**src/rtl/sha2blkser.sv**
```systemverilog
// SHA-2 block serializer: takes one 512-bit block per handshake and streams it out as eight 64-bit packets.
// Define SHA2BLKSER_BYPASS_EN to accept the next block on the last beat, removing the idle bubble between blocks.
module sha2blkser #(
  parameter int reg_w   = 64,
  parameter int reg_cnt = 8,
  parameter int dec_w   = 3
) (
  input  logic                     clk,
  input  logic                     rst_b,
  input  logic                     clr,
  input  logic [reg_cnt*reg_w-1:0] blk,
  input  logic                     blk_vld,
  input  logic                     fin_blk,
  output logic                     blk_rdy,
  output logic [reg_w-1:0]         pkt,
  output logic                     pkt_vld,
  input  logic                     pkt_rdy,
  output logic [dec_w-1:0]         idx,
  output logic                     mgln_pkt,
  output logic [reg_w-1:0]         msg_len
);

  // Handshakes: a transfer happens on a rising edge where valid and ready are
  // both high; valid holds, with its data stable, until that transfer occurs.

  typedef enum logic {IDLE = 1'b0, SEND = 1'b1} state_t;

  localparam logic [dec_w-1:0] last_idx = dec_w'(reg_cnt - 1);

  state_t                        state;
  logic [reg_cnt-1:0][reg_w-1:0] words;
  logic                          fin;
  logic                          beat;
  logic                          last_beat;
  logic                          capture;

  assign pkt_vld   = (state == SEND);
  assign pkt       = words[idx];
  assign mgln_pkt  = pkt_vld & fin & (idx == last_idx);
  assign beat      = pkt_vld & pkt_rdy;
  assign last_beat = beat & (idx == last_idx);

`ifdef SHA2BLKSER_BYPASS_EN
  // Combinational pkt_rdy -> blk_rdy path lets a new block replace the old one on its final beat.
  assign blk_rdy = rst_b & ((state == IDLE) | last_beat);
`else
  assign blk_rdy = rst_b & (state == IDLE);
`endif

  assign capture = blk_vld & blk_rdy & ~clr;

  always_ff @(posedge clk) begin
    if (!rst_b) begin
      state   <= IDLE;
      words   <= '0;
      fin     <= 1'b0;
      idx     <= '0;
      msg_len <= '0;
    end else if (clr) begin
      state <= IDLE;
      idx   <= '0;
    end else begin
      if (beat) begin
        idx <= last_beat ? '0 : idx + 1'b1;
        if (mgln_pkt) msg_len <= pkt;
        if (last_beat) state <= IDLE;
      end
      // A capture on the final beat (bypass) overrides the return to IDLE.
      if (capture) begin
        words <= blk;
        fin   <= fin_blk;
        idx   <= '0;
        state <= SEND;
      end
    end
  end

endmodule
```
**config.mk**
```make
export PLATFORM = sky130hd
export DESIGN_NAME = sha2blkser
export DESIGN_NICKNAME = d
export VERILOG_FILES = /design/src/rtl/sha2blkser.sv
export SDC_FILE = /design/constraint.sdc
export NUM_CORES = 1
export LEC_CHECK = 0
export CAP_MARGIN = 25
export CORE_AREA = 2 2 250 252
export DETAILED_ROUTE_END_ITERATION = 12
export DIE_AREA = 0 0 252 254
export GPL_TIMING_DRIVEN = 0
export PLACE_DENSITY = 0.66
export SLEW_MARGIN = 10
export SYNTH_ARGS = -nofsm -noshare
export SYNTH_HDL_FRONTEND = slang
export SYNTH_SLANG_ARGS = --single-unit
```
**constraint.sdc**
```tcl
create_clock -name clk -period 3.36 [get_ports clk]
set_input_delay 0.504 -clock clk [delete_from_list [all_inputs] [get_ports clk]]
set_output_delay 0.504 -clock clk [all_outputs]
set_load 0.05 [all_outputs]
```
=== Word-level counts from Yosys, hierarchy flattened ===
Cells that the tools add are included.

* Reduce and logical (&&, ||, !) cells: 7
* Div/mod/pow operators: 0
* $mul: 0
* Eq/ne operators: 1
* Magnitude comparators: 1
* $add $sub $neg: 1
* Muxes and demuxes: 6
* Shift-type cells: 0
* Bitwise logic cells: 10

{| class="wikitable"
|+ Operators with widths
! cell !! number
|-
| $bmux 64 s3 || 1
|-
| $mux 64 || 1
|-
| $and 1x1->1 || 7
|-
| $lt 3x4->1 const B || 1
|-
| $reduce_and 2->1 || 2
|-
| $reduce_bool 2->1 || 2
|-
| $add 3x1->3 const B || 1
|-
| $eq 3x3->1 const B || 1
|-
| $mux 1 || 3
|-
| $mux 3 || 1
|-
| $not 1->1 || 3
|-
| $reduce_and 3->1 || 1
|-
| $reduce_or 3->1 || 1
|-
| $reduce_or 2->1 || 1
|}

* Input port bits: 518
* Register bits after elaboration: 581
* Word-level logic and storage cells: 38
* Bits in latches: 0
* RAM bits: 0
* Output and inout bits: 134
* Memories kept: 0
* Bits in read-only memories: 0

=== Depth between registers and ports, before layout ===
Gate-level depths: netlist of run 1.

* Depth in word-level cells: 6
* Mapped depth: 8
* Gate-level depth less buffers: 5

=== Worst setup path before layout of run 1 ===
OpenSTA, ideal clock, no wires.

* Path type: input to output
* From: input port rst_b
* To: output port blk_rdy
* Stages on the path: 4
* Data arrival time: 2.067 ns
* Setup slack: 0.789 ns
* Buffers on the path: 3
* Data required time: 2.856 ns
* Path through: clkbuf_1 clkbuf_1 clkbuf_1 nor2b_1

* Word-level cells in the longest chain between the ends: 1

{| class="wikitable"
|+ Ends and longest elaborated chain
! item !! RTL line !! text
|-
| start, declared || 9 || <nowiki>input logic rst_b,</nowiki>
|-
| $and 1x1->1 || 47 || <nowiki>assign blk_rdy = rst_b & (state == IDLE);</nowiki>
|-
| end, declared || 14 || <nowiki>output logic blk_rdy,</nowiki>
|}

Every way passes these cells.

=== Final worst setup path of run 1 ===
* From: register idx[2]
* To: output port pkt[37]

* Word-level cells in the longest chain between the ends: 2

{| class="wikitable"
|+ Ends and longest elaborated chain
! item !! RTL line !! text
|-
| start, declared || 18 || <nowiki>output logic [dec_w-1:0] idx,</nowiki>
|-
| start signal, assigned || 64 || <nowiki>idx <= last_beat ? '0 : idx + 1'b1;</nowiki>
|-
| $bmux 64 s3 || 38 || <nowiki>assign pkt = words[idx];</nowiki>
|-
| $mux 64 (not written as such) || 38 ||
|-
| end, declared || 15 || <nowiki>output logic [reg_w-1:0] pkt,</nowiki>
|}

Every way passes these cells. The select of a mux whose other input is x is not followed.

==> results_dict.tcl, run 1 <==
set metrics [dict create \
    routedWlPerCell_um 23.94 \
    vias_per_cell 5.310 \
    worstPathArrival_ps 2820 \
    drive_above_1_share_pct 12.88 \
    dp.cells 4068 \
    drt.antenna.violating_nets 0 \
    synth_area_leaders "dfxtp_1 49%, nand2_1 16%, mux4_2 12%" \
    synthCells 2622 \
    ir_worst_vdd_uv 404.9 \
    ys_types 26 \
    synth_warnings 0 \
    critPathLaunchType "register" \
    clock.fmax_ghz 0.3009 \
    grt-ovfl-total 0 \
    ios 652 \
    clkTransAtPathRegs_ps 60 \
    initial_core_util_pct 38.49 \
    first_pass_iters 6 \
    cts_root_buffer "clkbuf_16" \
    powerDensity_nw_per_um2 493.5 \
    drc_errors 0 \
    rows 91 \
    dr_total_vias 22313 \
    die_x_um 252 \
    yosysSeqAreaShare_pct 49.33 \
    grt_pass1_wl_mm 143.2 \
    dp_hpwl_mm 76.74 \
    cts_tree "built" \
    period_minus_slack_ps 3323 \
    fp.dieH_um 254 \
    clkSinkCount 581 \
    post_cts_buffers 0 \
    cts_buffer_depth 3 \
    gr-usage-met2_pct 50.51 \
    drt_iter0_drc 1887 \
    nNetsFinal 3866 \
    final.period_utilization_pct 98.90 \
    grt_util_met3_pct 5.664 \
    setup_viol 0 \
    path_cells "buf_4 > clkdlybuf4s18_2 > mux2_4 > dlygate4sd2_1" \
    syn_area_per_cell_um2 8.993 \
    critPathCaptureType "output port" \
    crit_type "register to output port" \
    core_area_um2 61260 \
    synth_area_um2 23580 \
    drt-total-wl_mm 100.6 \
    finalNonFillerCells 4202 \
    place_congestion 0.9161 \
    htree_num_levels 3 \
    cts_hold_buffers 0 \
    antenna_found_initial 27 \
    die-area_um2 64010 \
    finalClockSkew_ps 18.08 \
    io_buffer_count 651 \
    maxCapViolCount 0 \
    yosys.area.top_type "dfxtp_1" \
    grt.total_usage_pct 30.48 \
    cts_buffers 66 \
    max_stage_delay_ps 560 \
    ys_ff_latch 581 \
    clk_latency_ps 600 \
    crit_fanout 10 \
    slew_headroom_pct 30.27 \
    busiest_layer "met2" \
    crit_path_top_delay_cell "dfxtp_1" \
    hold_class "input port to register" \
    area_delta_synth_final_pct 40.74 \
    grt_setup_unrepaired "yes" \
    tns_ps 0 \
    p_leak_nw 12.20 \
    crit_required_ps 2860 \
    hold_viol 0 \
    yosys.area.top_type_share_pct 49.33 \
    grt_pass1_vias 21977 \
    grt_max_degree 20 \
    worst_pin_slew_ps 1046 \
    status "completed" \
    grtUsageMet1_pct 39.17 \
    synth.net_count 3142 \
    slew_violations 0 \
]
-- layout by cell type (no fill, tap or decap), types with 2 or more instances in the layout --
cell type        Yosys  routed
nand2_1           1026    1026
bufinv_16            0       2
buf_6                4       6
mux2_2              32      32
clkbuf_8             0      13
mux4_2             128     128
o21ai_1            515     515
clkbuf_4             0       6
clkbuf_16            0      67
dfxtp_1            581     580
nor2b_1              3       3
clkdlybuf4s50_1      0     586
diode_2              0      20
clkinvlp_4           0       3
clkdlybuf4s15_2      0      12
buf_8                0       4
buf_2               63      65
buf_12               7       7
clkbuf_2             0      36
dlygate4sd2_1        0      22
clkinv_2             0       8
ha_1                 2       2
buf_1               14       9
clkbuf_1           130     132
nor2_1               3       2
buf_4                3       7
or3b_1               2       2
a22o_1              64      64
mux2_4              33      33
a21oi_1              3       3
nor3b_1              2       2
inv_6                0       4
-- cells in the mapped netlist --
library cell / instances
nand2_1: 1026
dfxtp_1: 581
o21ai_1: 515
clkbuf_1: 130
mux4_2: 128
a22o_1: 64
buf_2: 63
mux2_4: 33
mux2_2: 32
buf_1: 14
buf_12: 7
buf_6: 4
a21oi_1: 3
buf_4: 3
nor2_1: 3
nor2b_1: 3
ha_1: 2
nor3b_1: 2
or3b_1: 2
a311oi_1: 1
and3_1: 1
and3b_1: 1
nand2b_1: 1
nand4_1: 1
nor4bb_1: 1
o21a_1: 1
-- area by class of cell --
cell class,count,area [um^2]
sequential,581,11630
fill,5659,28070
clock buffer,96,1916
antenna,20,50.05
buffer,220,1112
timing repair buffer,657,6431
multi-input combinational,1820,10890
clock inverter,18,166.4
tap,790,988.4
-- critical path, delay by kind of cell (launching register included) --
kind | cells | cell delay, ps
multiplexers | 1 | 360
flip-flops | 1 | 560
buffers and inverters | 3 | 1300
-- where the power goes --
group / internal [mW] / switching (mW) / leakage (nW)
clock network: 4.12 / 2.98 / 1.02
registers: 7.22 / 0.177 / 4.74
logic: 0.927 / 0.957 / 6.44
-- state kept, by name, summed over array words and instances, names as in the netlist --
register  flops
idx           3
fin           1
pkt_vld       1
words       512
msg_len      64
-- path summary, 6_finish.rpt --
path              slack (ps)  cells after the start                  endpoint              startpoint
setup / recovery          40                      4                   pkt[37]     idx[2]$_SDFFE_PP0N_
setup reg to reg         620                      8  msg_len[41]$_SDFFE_PN0P_     idx[1]$_SDFFE_PP0N_
hold reg to reg          440                      2    words[78]$_SDFFE_PN0P_  words[78]$_SDFFE_PN0P_
hold / removal           440                      3   words[246]$_SDFFE_PN0P_                blk[246]
-- routing by layer --
metal  vias to the layer above  part of all wire [%]
met5                         -                 0.041
met4                         6                   3.6
met3                       196                   7.3
met2                       971                    48
met1                     10794                    41
li1                      10346                     -
-- through the flow --
step | hold slack [ps] | cell area [um^2] | power (mW) | setup slack [ps] | utilization, %
2_1_floorplan | 425.2 | 23580 | 8.314 | 789.4 | -
3_3_place_gp | 432.0 | 31080 | 9.403 | -1215 | 50.74
3_5_place_dp | 437.4 | 31150 | 9.431 | -1194 | 50.86
4_1_cts | 410.1 | 33230 | 16.42 | 1.921 | 54.25
5_1_grt | 432.2 | 33190 | 16.82 | -0.4223 | 54.18
6_report | 442.8 | 33190 | 16.38 | 37.09 | 54.18
-- logic make-up (layout without fill, tap and decap cells) --
| group | Yosys count | after routing | synth area share [%] |
|---|---|---|---|
| simple gates | 1041 | 1041 | 16.76 |
| compound gates | 584 | 584 | 13.44 |
| flops | 581 | 581 | 49.33 |
| buf+inv | 221 | 991 | 4.510 |
| mux | 193 | 193 | 15.86 |
| fa+ha+maj | 2 | 2 | 0.1061 |
| other cells | 0 | 20 | 0 |
-- what timing repair did --
action	CTS	global route
gates resized for setup	124	69
setup endpoints to repair	66	42
pin swaps	0	0
(Power assumes the default switching activity.)
==> run 2: changes to the inputs <==
--- a/config.mk
+++ b/config.mk
@@ -9,7 +9,6 @@
 export CORE_AREA = 2 2 250 252
 export DETAILED_ROUTE_END_ITERATION = 12
 export DIE_AREA = 0 0 252 254
-export GPL_TIMING_DRIVEN = 0
 export PLACE_DENSITY = 0.66
 export SLEW_MARGIN = 10
 export SYNTH_ARGS = -nofsm -noshare
==> results_dict.tcl, run 2 (synthesis gave the netlist of run 1 again) <==
set metrics [dict create \
    cts_buffers 61 \
    dr_total_vias 20519 \
    io_buffer_count 651 \
    drt_iter0_drc 1651 \
    drc_errors 0 \
    cts_buffer_depth 3 \
    grt_setup_unrepaired "no" \
    place_congestion 0.9392 \
    tns_ps 0 \
    core_area_um2 61260 \
    seqPwrFrac_pct 46.5 \
    routedWlPerCell_um 19.30 \
    max_stage_delay_ps 700 \
    drive_above_1_share_pct 12.63 \
    clkTransAtPathRegs_ps 60 \
    slew_headroom_pct 35.18 \
    grt_max_degree 203 \
    die-area_um2 64010 \
    p_int_mw 12.17 \
    crit_type "register to output port" \
    grt-ovfl-total 0 \
    swShare_pct 23.74 \
    worst_pin_slew_ps 972.3 \
    clkSinkCount 581 \
    grt.total_usage_pct 23.22 \
    layout_common_cells "1,026 x nand2_1, 590 x clkdlybuf4s50_1, 578 x dfxtp_1" \
    rows 91 \
    hold_viol 0 \
    nNetsFinal 3683 \
    grt_pass1_vias 20158 \
    period_minus_slack_ps 3242 \
    dp.cells 3888 \
    finalNonFillerCells 4022 \
    grt_pass1_wl_mm 116.1 \
    maxCapViolCount 0 \
    drt-total-wl_mm 77.63 \
    critPathLaunchType "register" \
    cts_tree "built" \
    mostFrequentLayoutCell "nand2_1" \
    largest_register "words" \
    critPathCaptureType "output port" \
    path_cells "buf_12 > mux4_2 > mux2_4 > clkdlybuf4s50_1" \
    final.period_utilization_pct 96.47 \
    hold_class "input port to register" \
    antenna_found_initial 20 \
    clk_latency_ps 620 \
    fp.dieH_um 254 \
    slew_violations 0 \
    setup_viol 0 \
    crit_required_ps 2860 \
    ir_worst_vdd_uv 394.9 \
    top_regs "words (512), msg_len (64), idx (3)" \
    status "completed" \
    powerDensity_nw_per_um2 488.9 \
    largest_reg_flops 512 \
    vias_per_cell 5.102 \
    finalClockSkew_ps 16.23 \
    initial_core_util_pct 38.49 \
    worstPathArrival_ps 2740 \
    cts_root_buffer "clkbuf_16" \
    p_sw_mw 3.790 \
    first_pass_iters 7 \
    clock.fmax_ghz 0.3085 \
    die_x_um 252 \
    htree_num_levels 2 \
    p_clk_share_pct 42.8 \
    area_delta_synth_final_pct 38.50 \
    utilization_pct 53.31 \
    drt.antenna.violating_nets 0 \
    dp_hpwl_mm 56.14 \
    ios 652 \
    crit_fanout 6 \
    crit_path_top_delay_cell "clkdlybuf4s50_1" \
    combPwrFrac_pct 10.7 \
    p_leak_nw 11.81 \
]
==> run 2: cell types whose count changed in the layout (fill, tap and decap cells not counted), moves of 9 or more <==
cell	delta
buf_2	-65
buf_1	-9
dlygate4sd2_1	-22
clkbuf_1	-115
clkdlybuf4s15_2	-12
buf_4	+78
clkbuf_2	-36
buf_12	+15
==> run 2: repair_timing <==
action,4_1_cts,5_1_grt
setup buffers,2,0
hold buffers,0,0
cloned,0,0
resized for setup,0,1
setup endpoints to repair,20,1
==> run 2: critical path: cells and delay by family, from the launching register on <==
| family | cells | cell delay, ps |
|---|---|---|
| buf+inv | 2 | 860 |
| mux | 2 | 810 |
| flops | 1 | 450 |
==> run 2: per-stage QoR <==
step | hold WS, ps | setup slack (ps) | total power, mW | area [um^2]
floorplan | 425.2 | 789.4 | 8.314 | 23580
global placement | 431.9 | 623.3 | 9.224 | 30520
detailed placement | 437.6 | 576.6 | 9.257 | 30520
CTS | 194.7 | 84.38 | 16.08 | 32610
global route | 213.2 | 9.877 | 16.54 | 32650
finish | 226.3 | 118.4 | 15.96 | 32660
==> run 2: layout make-up <==
class                           instances  area, um^2
Clock inverter                         22       222.7
Timing Repair Buffer                  699        7027
Tap cell                              790       988.4
Sequential cell                       581       11640
Fill cell                            5516       28600
Antenna cell                           17       42.54
Clock buffer                           93        1819
Multi-Input combinational cell       1820       10910
==> run 2: path summary, 6_finish.rpt <==
check / from / end / slack [ps] / cells after the start
worst max-delay path: idx[0]$_SDFFE_PP0N_ / pkt[37] / 120 / 4
worst min-delay path: rst_b / words[32]$_SDFFE_PN0P_ / 230 / 3
worst max register to register: idx[0]$_SDFFE_PP0N_ / msg_len[38]$_SDFFE_PN0P_ / 940 / 7
worst min register to register: words[77]$_SDFFE_PN0P_ / words[77]$_SDFFE_PN0P_ / 440 / 2
==> run 2: power by group through the flow <==
stage | combinational, mW | sequential [mW] | clock [mW]
CTS | 1.71 | 7.41 | 6.96
global placement | 1.68 | 7.55 | 0
finish | 1.71 | 7.42 | 6.84
detailed placement | 1.70 | 7.56 | 0
global route | 1.84 | 7.44 | 7.26
floorplan | 0.838 | 7.48 | 0
==> run 2: layer usage <==
metal	GRT usage, %	up-vias	routed length, um
met1	30.49	9688	32840
met4	7.777	10	1996
met3	5.009	129	5488
met5	0	-	61
met2	38.02	726	37250
li1	-	9966	-
